[config.mk]
export PLATFORM = sky130hd
export DESIGN_NAME = twiddle_request_sequencer
export DESIGN_NICKNAME = d
export VERILOG_FILES = /design/src/rtl/fft_pkg.sv /design/src/rtl/fft_index_counter.sv /design/src/rtl/twiddle_request_sequencer.sv
export SDC_FILE = /design/constraint.sdc
export NUM_CORES = 1
export LEC_CHECK = 0
export ABC_AREA = 0
export BUFFER_PORTS_ARGS = -buffer_cell sky130_fd_sc_hd__buf_4
export CORE_UTILIZATION = 55
export DETAILED_ROUTE_END_ITERATION = 6
export HOLD_SLACK_MARGIN = 0.06
export PLACE_DENSITY = 0.9
export REMOVE_ABC_BUFFERS = 1
export SLEW_MARGIN = 25
export SYNTH_ARGS = -nofsm -noshare
export SYNTH_HDL_FRONTEND = slang
export SYNTH_SLANG_ARGS = --single-unit
[constraint.sdc]
create_clock -name clk -period 4.4 [get_ports clk]
set_input_delay 1.32 -clock clk [delete_from_list [all_inputs] [get_ports clk]]
set_output_delay 1.32 -clock clk [all_outputs]
set_load 0.01 [all_outputs]
[src/rtl/fft_pkg.sv]
// Shared definitions for the twiddle request sequencer.
//   seq_state_e   : sequencer FSM states
//   stage_width   : width of the stage index for a transform of 2^n points
//   twiddle_index : twiddle ROM index for slot j in stage s of a 2^n-point pass
package fft_pkg;

  typedef enum logic [2:0] {
    IDLE,
    RUN,
    BUBBLE,
    GAP,
    DRAIN,
    DONE
  } seq_state_e;

  // Never narrower than one bit, so small transforms still get a legal vector.
  function automatic int stage_width(input int n);
    return (n <= 2) ? 1 : $clog2(n);
  endfunction

  // Stage s uses every 2^(n-1-s)-th twiddle; the index is kept to n-1 bits.
  function automatic int unsigned twiddle_index(input int unsigned j,
                                                input int unsigned s,
                                                input int unsigned n);
    int unsigned mask;
    mask = (32'd1 << (n - 1)) - 32'd1;
    return (j << (n - 1 - s)) & mask;
  endfunction

endpackage

[src/rtl/fft_index_counter.sv]
// Nested butterfly index counter for one radix-2 DIT pass.
// Loop order: stage (outermost), twiddle slot j, group g (innermost), so that
// one fetched twiddle is reused across all groups of a slot.
// Ports:
//   clk, rst_n          : clock, synchronous active-low reset
//   clear               : return all counters to zero (new transform)
//   advance             : one butterfly was issued with the current indices
//   j, g, stage         : current slot, group and stage
//   g_last              : g is the last group of the current slot
//   last_of_stage       : current (j, g) is the final butterfly of the stage
//   last_of_transform   : final butterfly of the final stage
module fft_index_counter
  import fft_pkg::*;
#(
  parameter int FFT_N = 10
) (
  input  logic                           clk,
  input  logic                           rst_n,
  input  logic                           clear,
  input  logic                           advance,
  output logic [FFT_N-2:0]               j,
  output logic [FFT_N-2:0]               g,
  output logic [stage_width(FFT_N)-1:0]  stage,
  output logic                           g_last,
  output logic                           last_of_stage,
  output logic                           last_of_transform
);

  localparam int IW = FFT_N - 1;
  localparam int SW = stage_width(FFT_N);

  logic [IW-1:0] j_max;
  logic [IW-1:0] g_max;
  logic          last_stage;

  // 2^s - 1 and 2^(FFT_N-1-s) - 1; the shift overflowing to zero at the
  // extreme stage wraps to all-ones, which is exactly the wanted maximum.
  assign j_max             = (IW'(1) << stage) - IW'(1);
  assign g_max             = (IW'(1) << (SW'(FFT_N - 1) - stage)) - IW'(1);
  assign last_stage        = (stage == SW'(FFT_N - 1));
  assign g_last            = (g == g_max);
  assign last_of_stage     = g_last && (j == j_max);
  assign last_of_transform = last_of_stage && last_stage;

  always_ff @(posedge clk) begin
    if (!rst_n || clear) begin
      j     <= '0;
      g     <= '0;
      stage <= '0;
    end else if (advance) begin
      if (g_last) begin
        g <= '0;
        if (j == j_max) begin
          j <= '0;
          // Stage saturates at the last stage; it is only cleared by a new start.
          if (!last_stage) stage <= stage + 1'b1;
        end else begin
          j <= j + 1'b1;
        end
      end else begin
        g <= g + 1'b1;
      end
    end
  end

endmodule

[src/rtl/twiddle_request_sequencer.sv]
// Sequences one radix-2 DIT FFT/IFFT pass over 2^FFT_N points and issues
// butterfly addresses plus twiddle ROM requests to the bridge.
// Ports:
//   clk, rst_n      : clock, synchronous active-low reset
//   start, ifft_in  : begin a transform (IDLE only), direction latched at start
//   out_ready       : datapath can take an issue
//   busy, done      : transform in progress / one-cycle completion pulse
//   stage           : stage of the current issue
//   bf_top, bf_bot  : operand addresses of the current issue
//   tact_rom        : issue strobe / twiddle request valid
//   ta_rom          : twiddle index
//   evenOdd         : 0 = fetch new twiddle, 1 = reuse previous twiddle
//   ifft            : latched direction
//   dbg_state       : current FSM state
//   rom_fetches, stall_cycles : statistics, present only with TWIDDLE_SEQ_STATS_EN
// Optional macro: TWIDDLE_SEQ_STATS_EN.
//
// Handshake: out_ready is sampled in RUN at a rising edge; when it is high
// the butterfly is accepted at that edge and tact_rom plus every address
// output are high/valid for exactly the following cycle. There is no
// back-pressure on a presented issue; out_ready low simply withholds one.
module twiddle_request_sequencer
  import fft_pkg::*;
#(
  parameter int FFT_N     = 10,
  parameter int STAGE_GAP = 4,
  parameter int DRAIN_LAT = 3
) (
  input  logic                          clk,
  input  logic                          rst_n,
  input  logic                          start,
  input  logic                          ifft_in,
  input  logic                          out_ready,
  output logic                          busy,
  output logic                          done,
  output logic [stage_width(FFT_N)-1:0] stage,
  output logic [FFT_N-1:0]              bf_top,
  output logic [FFT_N-1:0]              bf_bot,
  output logic                          tact_rom,
  output logic [FFT_N-2:0]              ta_rom,
  output logic                          evenOdd,
  output logic                          ifft,
  output seq_state_e                    dbg_state
`ifdef TWIDDLE_SEQ_STATS_EN
  ,
  output logic [FFT_N:0]                rom_fetches,
  output logic [15:0]                   stall_cycles
`endif
);

  localparam int SW       = stage_width(FFT_N);
  localparam int AW       = FFT_N;
  localparam int IW       = FFT_N - 1;
  localparam int WAIT_MAX = (STAGE_GAP > DRAIN_LAT) ? STAGE_GAP : DRAIN_LAT;
  localparam int WW       = $clog2(WAIT_MAX + 1);

  seq_state_e    state;
  seq_state_e    state_next;
  logic [WW-1:0] wait_cnt;

  logic [IW-1:0] cnt_j;
  logic [IW-1:0] cnt_g;
  logic [SW-1:0] cnt_stage;
  logic          g_last;
  logic          stage_last;
  logic          xform_last;

  logic          issue;
  logic          accept_start;
  logic          busy_d;
  logic          done_d;
  logic          need_bubble;
  logic [AW-1:0] top_n;
  logic [AW-1:0] bot_n;

  fft_index_counter #(
    .FFT_N(FFT_N)
  ) u_index (
    .clk              (clk),
    .rst_n            (rst_n),
    .clear            (accept_start),
    .advance          (issue),
    .j                (cnt_j),
    .g                (cnt_g),
    .stage            (cnt_stage),
    .g_last           (g_last),
    .last_of_stage    (stage_last),
    .last_of_transform(xform_last)
  );

  // A slot with a single group fetches on every issue, so two fetches would
  // land back to back unless a bubble separates them.
  assign need_bubble = (cnt_g == '0) && g_last;

  // bf_top = g * 2^(s+1) + j, bf_bot = bf_top + 2^s
  assign top_n = (({1'b0, cnt_g} << 1) << cnt_stage) | {1'b0, cnt_j};
  assign bot_n = top_n + (AW'(1) << cnt_stage);

  assign dbg_state = state;

  // State register
  always_ff @(posedge clk) begin
    if (!rst_n) state <= IDLE;
    else        state <= state_next;
  end

  // Dwell counter for GAP and DRAIN; restarts on every state change.
  always_ff @(posedge clk) begin
    if (!rst_n || (state_next != state)) wait_cnt <= '0;
    else                                 wait_cnt <= wait_cnt + 1'b1;
  end

  // Next-state logic
  always_comb begin
    state_next = state;
    case (state)
      IDLE:   if (start) state_next = RUN;
      RUN: begin
        if (out_ready) begin
          if (xform_last)       state_next = DRAIN;
          else if (stage_last)  state_next = GAP;
          else if (need_bubble) state_next = BUBBLE;
        end
      end
      BUBBLE: state_next = RUN;
      GAP:    if (wait_cnt == WW'(STAGE_GAP - 1)) state_next = RUN;
      DRAIN:  if (wait_cnt == WW'(DRAIN_LAT - 1)) state_next = DONE;
      DONE:   state_next = IDLE;
      default: state_next = IDLE;
    endcase
  end

  // Output decode (registered below)
  always_comb begin
    issue        = (state == RUN) && out_ready;
    accept_start = (state == IDLE) && start;
    busy_d       = (state_next != IDLE);
    done_d       = (state_next == DONE);
  end

  always_ff @(posedge clk) begin
    if (!rst_n) begin
      busy     <= 1'b0;
      done     <= 1'b0;
      tact_rom <= 1'b0;
      ifft     <= 1'b0;
      stage    <= '0;
      bf_top   <= '0;
      bf_bot   <= '0;
      ta_rom   <= '0;
      evenOdd  <= 1'b0;
    end else begin
      busy     <= busy_d;
      done     <= done_d;
      tact_rom <= issue;
      if (accept_start) ifft <= ifft_in;
      if (issue) begin
        bf_top  <= top_n;
        bf_bot  <= bot_n;
        ta_rom  <= IW'(twiddle_index(32'(cnt_j), 32'(cnt_stage), FFT_N));
        evenOdd <= (cnt_g != '0);
      end
      // Stage follows each issue, then moves to the new stage during GAP.
      if (accept_start)                 stage <= '0;
      else if (issue || (state == GAP)) stage <= cnt_stage;
    end
  end

`ifdef TWIDDLE_SEQ_STATS_EN
  always_ff @(posedge clk) begin
    if (!rst_n || accept_start) begin
      rom_fetches  <= '0;
      stall_cycles <= '0;
    end else begin
      if (issue && (cnt_g == '0)) rom_fetches <= rom_fetches + 1'b1;
      if ((state == RUN) && !out_ready && (stall_cycles != 16'hFFFF))
        stall_cycles <= stall_cycles + 1'b1;
    end
  end
`endif

endmodule

==> results.tsv, run 1 <==
metric	value	unit
Ant. Diodes	0	
fmax	0.246	GHz
Cell Count, Final, Fillers Out	737	
crit path max fanout	12	
Synth Flop Type	dfxtp_1	
CP Launch Type	flop	
grt total ovfl	0	
Starting Density	0.577	
HP Class	flop to flop	
Comb pwr share	0.053	
Clock power frac	0.483	
FP Rows	33	
vias	4736	
Yosys top cell by area	dfxtp_1	
fin crit share	0.923	
IO buf count	45	
Core Region	0.00838	mm^2
Max clock buf depth	2	
Switch Pwr	0.308	mW
initial antenna violation count	0	
crit-path leading delay family	simple AND/OR/NAND/NOR gates	
post-synthesis sequential area ratio	0.273	
Final Hold Vio Count	0	
flop and latch count out of synthesis	66	
slowest cell delay on critical path	0.55	ns
WHS	0.462	ns
Placed Area	0.00514	mm^2
WS Path Type	flop to flop	
remaining antenna violation count	0	
CP max-delay cell	or4_1	
RSZ-0062 raised after global routing	no	
post-synth cell types	77	
sw frac	0.233	
dpl hpwl	9180	um
Max Slew Vio Count	0	
H-tree levels	3	
max layer used	met4	
Synth top area share	0.273	
# IOs	46	
CP cell instances	clkinvlp_4, ha_2, xor2_2, nor2_1, nand2_1, ha_1, nor3b_1, xnor2_1, a311oi_1, a211oi_1, nor4b_2, buf_4, nand2_2, or4_1, a21oi_1	
Post-synth EDFFs	0	
Pleak	2.12	nW
Clock Skews	0.0164	ns
Max-slew headroom	0.472	
Worst Path Buf+Inv	2	
met2 wire len	6210	um
outcome	finished clean	
CTS Hold Bufs	0	
DRT Pass-1 Iters	6	
post-synthesis async set-or-reset flop share	0	
# DRC	0	
Clock Tree Root	clkbuf_8	
Total GRT Usage	0.304	
wire length per cell	17.8	um
Yosys Warn Count	0	
worst setup path startpoint	u_index.stage[1]	
Die Wd	95.8	um
hold path start	bf_bot[4]	
CTS tree	yes	
Die Ht	95.8	um
max cap viols	0	
Final GP Congestion	0.950	
clk slew on worst S/H paths	0.09	ns
Util after Layout	0.643	
WL final	13100	um
Avg Vias per Cell	6.43	
dominant cells by area after synthesis	dfxtp_1 (27%), ha_1 (6.5%), nand2_1 (5.1%)	
Inst Count DP	721	
die area	0.00918	mm^2
Nets	658	
final setup fails	0	
WP data required	4.69	ns
worst vdd ir	0.202	mV
reg-to-reg slack, setup	0.34	ns
post-CTS setup buffers	0	
cell area after layout	0.00539	mm^2
Internal Pwr Total	1.01	mW
met3 wire length	1070	um
Crit. End Element	flop	
WL met1	5440	um
first-pass GRT wire length	21600	um
clock sinks	66	
Syn Area/Cell	7.86	um^2
1st-iter DRT viols	459	
Crit path arrival time	4.35	ns
min cycle time layout	4.06	ns
worst-margin pin slew	0.793	ns
PD cells	245	mW/mm^2
Cells after Synth	616	
cts bufs inserted	9	
sequential share of power	0.464	
Design Power	1.32	mW
vias in the first global route	4409	
Area Overhead vs Synth	11.4	%
Clk Latency, worst-skew pair	0.37	ns
r2r startpoint	u_index.stage[1]	
layout cells sized above 1	0.147	
top cells by count, synth	dfxtp_1 (66), nand2_1 (66), nor2_1 (57), clkbuf_1 (41), ha_1 (25)	
largest net degree at the start of global routing	38	
synthesized area	0.00484	mm^2
what timing repair did:
item | CTS | global route
endpoints found under the hold margin | 0 | 0
setup endpoints to repair | 0 | 7
gates resized for setup | 0 | 2
power by group through the flow:
| stage | Clock [mW] | Combinational, mW | Sequential [mW] |
|---|---|---|---|
| 6_report | 0.637 | 0.0704 | 0.613 |
| 5_1_grt | 0.660 | 0.0778 | 0.614 |
| 4_1_cts | 0.636 | 0.0700 | 0.612 |
| 3_5_place_dp | 0 | 0.0695 | 0.626 |
| 3_3_place_gp | 0 | 0.0668 | 0.626 |
| 2_1_floorplan | 0 | 0.0367 | 0.628 |
worst min-delay path, stage by stage (launching register included):
cell and delay (ns):
dfxtp_1 0.31, nand2_1 0.05, a21boi_0 0.06
layer usage:
metal / global-route usage / vias to the layer above
met1: 0.385 / 2234
met3: 0.0758 / 58
met4: 0.113 / 0
met2: 0.498 / 239
met5: 0 / -
li1: - / 2205
worst paths after layout:
| kind | end | cells past startpoint |
|---|---|---|
| min | bf_bot[4] | 2 |
| max reg2reg | u_index.j[5] | 15 |
| max | u_index.j[5] | 15 |
| min reg2reg | bf_bot[4] | 2 |
placed cells by master, fill, tap and decap left out, types with 13 or more instances in the layout:
| cell type | n |
|---|---|
| buf_4 | 55 |
| nand3_1 | 20 |
| xor2_1 | 14 |
| dfxtp_1 | 66 |
| xnor2_1 | 21 |
| mux2i_1 | 21 |
| inv_1 | 22 |
| nor2_1 | 56 |
| ha_1 | 24 |
| nor3_1 | 13 |
| nor2b_1 | 15 |
| o21ai_0 | 24 |
| a21oi_1 | 24 |
| nand2_1 | 66 |
metrics by stage:
step           setup slack [ns]  setup TNS, ns
2_1_floorplan            -0.220         -0.894
4_1_cts                   0.263              0
3_3_place_gp              0.550              0
5_1_grt                  0.0591              0
3_5_place_dp              0.324              0
6_report                  0.341              0
state kept, by name, summed over array words and instances, names as in the netlist, 3 cells and up:
| signal | count |
|---|---|
| bf_bot | 10 |
| bf_top | 10 |
| ta_rom | 9 |
| u_index.g | 9 |
| u_index.j | 9 |
| stage | 4 |
| u_index.stage | 4 |
| dbg_state | 3 |
| wait_cnt | 3 |
cells by family after synthesis:
kind of cell,Yosys count,share of synthesized area
AOI/OAI and AO/OA,131,0.188
xor gates and xnor gates,37,0.0701
adders and majority gates,26,0.0688
buffers and inverters,79,0.0693
DFF,66,0.273
muxes,29,0.0667
and+or+nand+nor,248,0.264
final cells by class:
| type | instances | area (um^2) |
|---|---|---|
| Timing Repair Buffer | 55 | 413 |
| Clock inverter | 6 | 115 |
| Tap cell | 105 | 131 |
| Fill cell | 695 | 2990 |
| Multi-Input combinational cell | 471 | 3190 |
| Sequential cell | 66 | 1320 |
| Clock buffer | 10 | 128 |
| Inverter | 24 | 93.8 |
Power figures use the tool's default switching activity.
==> inputs of run 2 (changes only) <==
- BUFFER_PORTS_ARGS: -buffer_cell sky130_fd_sc_hd__buf_4 -> unset
- CORE_ASPECT_RATIO: unset -> 1.4
- CORE_UTILIZATION: 55 -> 58
- DONT_BUFFER_PORTS: unset -> 1
- PLACE_DENSITY: 0.9 -> 0.88
- clock period: 4.4 -> 3.2 ns (I/O delays scaled with it)
==> run 2 against run 1 <==
Cell count up 0.14%; sequential cell count unchanged; critical endpoint is now u_index.j[7]; utilization up 6.7 points; clock skew down 0.0079 ns; via count up 1.0%; hold slack better by 0.042 ns; highest routed layer unchanged; design area up 7.4%.
==> results.tsv, run 2 (synthesis gave the netlist of run 1 again) <==
metric	value	unit
outcome	finished clean	
Inst Count DP	722	
Clk Latency, worst-skew pair	0.35	ns
PD cells	344	mW/mm^2
IO buf count	0	
Crit. End Element	flop	
crit path max fanout	6	
Nets	662	
# IOs	46	
reg-to-reg slack, setup	0.04	ns
CTS Hold Bufs	0	
final setup fails	0	
fmax	0.317	GHz
Max-slew headroom	0.584	
CP Launch Type	flop	
Pleak	2.31	nW
HP Class	flop to flop	
Crit path arrival time	3.43	ns
remaining antenna violation count	0	
min cycle time layout	3.16	ns
Switch Pwr	0.449	mW
grt met2 use	0.558	
leading cell type in the layout, fill and taps excluded	nand2_1	
Cell Count, Final, Fillers Out	738	
Clock Tree Root	clkbuf_16	
Internal Pwr Total	1.54	mW
first-pass GRT wire length	21800	um
worst hold stages	2	
DRT Pass-1 Iters	5	
Final Hold Vio Count	0	
Area Overhead vs Synth	19.6	%
FP Rows	39	
largest net degree at the start of global routing	38	
sw frac	0.225	
Total GRT Usage	0.329	
wire length per cell	19.5	um
WP data required	3.48	ns
Max clock buf depth	2	
fin worst setup slack	0.0435	ns
WL final	14400	um
die area	0.00872	mm^2
Hold Path End	bf_bot[3]	
WHS	0.503	ns
fin crit share	0.986	
clk slew on worst S/H paths	0.06	ns
1st-iter DRT viols	390	
r2r worst-path depth	15	
Core Region	0.00815	mm^2
clock sinks	66	
biggest regs	bf_bot: 10 flops, bf_top: 10 flops	
grt met1 use	0.355	
Max Slew Vio Count	0	
Avg Vias per Cell	6.48	
RSZ-0062 raised after global routing	yes	
hold path start	bf_bot[3]	
worst-margin pin slew	0.619	ns
layout cells sized above 1	0.212	
# DRC	0	
WS Path Type	flop to flop	
Die Wd	79.2	um
r2r startpoint	u_index.stage[1]	
post-place setup slack	-0.154	ns
Design Power	1.99	mW
GRT Max-Usage Layer	met2	
vias	4784	
cts bufs inserted	9	
worst vdd ir	0.401	mV
H-tree levels	3	
grt total ovfl	0	
vias in the first global route	4486	
sequential share of power	0.425	
RR Endpoint	u_index.j[7]	
most frequent cells in the layout	nand2_1 (65), dfxtp_1 (62), buf_4 (55)	
dpl hpwl	10100	um
Clock Skews	0.00855	ns
initial antenna violation count	0	
routing usage on met3	0.0609	
Comb pwr share	0.040	
Util after Layout	0.710	
Clock power frac	0.536	
CTS tree	yes	
Final GP Congestion	0.971	
max cap viols	0	
Die Ht	110	um
Starting Density	0.594	
Ant. Diodes	0	
-- run 2: cell types whose count changed in the layout (fill, tap and decap cells not counted), sizes merged --
cell,delta
clkinv,+1
bufinv,-1
buf,+4
clkbuf,-1
inv,+1
-- run 2: critical path: stages, from the launching register on --
cell	delay, ns
dfxtp_4	0.36
inv_4	0.06
ha_4	0.16
xor2_4	0.19
nor2_4	0.05
nand2_1	0.07
ha_2	0.20
buf_4	0.14
nor3b_1	0.06
o211ai_1	0.20
a32o_1	0.15
nand4_1	0.22
nor4b_4	0.41
nand2_2	0.14
or4_4	0.53
a21oi_2	0.15
-- run 2: layout make-up --
class / count / area [um^2]
multi-input combinational: 471 / 3440
clock inverter: 7 / 93.8
inverter: 24 / 92.6
tap: 102 / 128
fill: 598 / 2360
timing repair buffer: 59 / 479
clock buffer: 9 / 225
sequential: 66 / 1330
-- run 2: power groups by stage --
stage          clock network, mW  registers (mW)  logic [mW]
6_report                    1.07           0.846      0.0789
5_1_grt                     1.11           0.848      0.0872
4_1_cts                     1.07           0.847      0.0777
3_5_place_dp                   0           0.865      0.0766
3_3_place_gp                   0           0.865      0.0744
2_1_floorplan                  0           0.864      0.0505
-- run 2: how the worst max path moves through the flow --
stage	endpoint	depth (start not counted)	slack (ns)	from
6_report	u_index.j[7]	15	0.04	u_index.stage[1]
5_1_grt	u_index.stage[0]	12	-0.18	u_index.stage[0]
4_1_cts	u_index.stage[2]	12	0.005	u_index.stage[1]
3_5_place_dp	u_index.j[6]	15	-0.15	u_index.stage[1]
3_3_place_gp	u_index.j[0]	16	-0.04	u_index.stage[1]
2_1_floorplan	u_index.j[7]	14	-1.42	u_index.stage[1]
-- run 2: through the flow --
step / area (um^2) / setup TNS [ns]
floorplan: 4590 / -35.40
global placement: 5180 / -0.0809
detailed placement: 5180 / -1.71
CTS: 5580 / 0
global route: 5790 / -1.52
finish: 5790 / 0
-- run 2: timing repair --
action | CTS | global route
setup endpoints to repair | 30 | 33
gates cloned | 0 | 0
resized for setup | 17 | 45
hold endpoints to repair | 0 | 0
buffers inserted | 1 | 0
pin swaps | 7 | 18
-- run 2: layer usage --
layer | up-vias | share of wire
li1 | 2217 | -
met1 | 2255 | 0.38
met2 | 240 | 0.49
met3 | 72 | 0.058
met4 | 0 | 0.071
met5 | - | 0
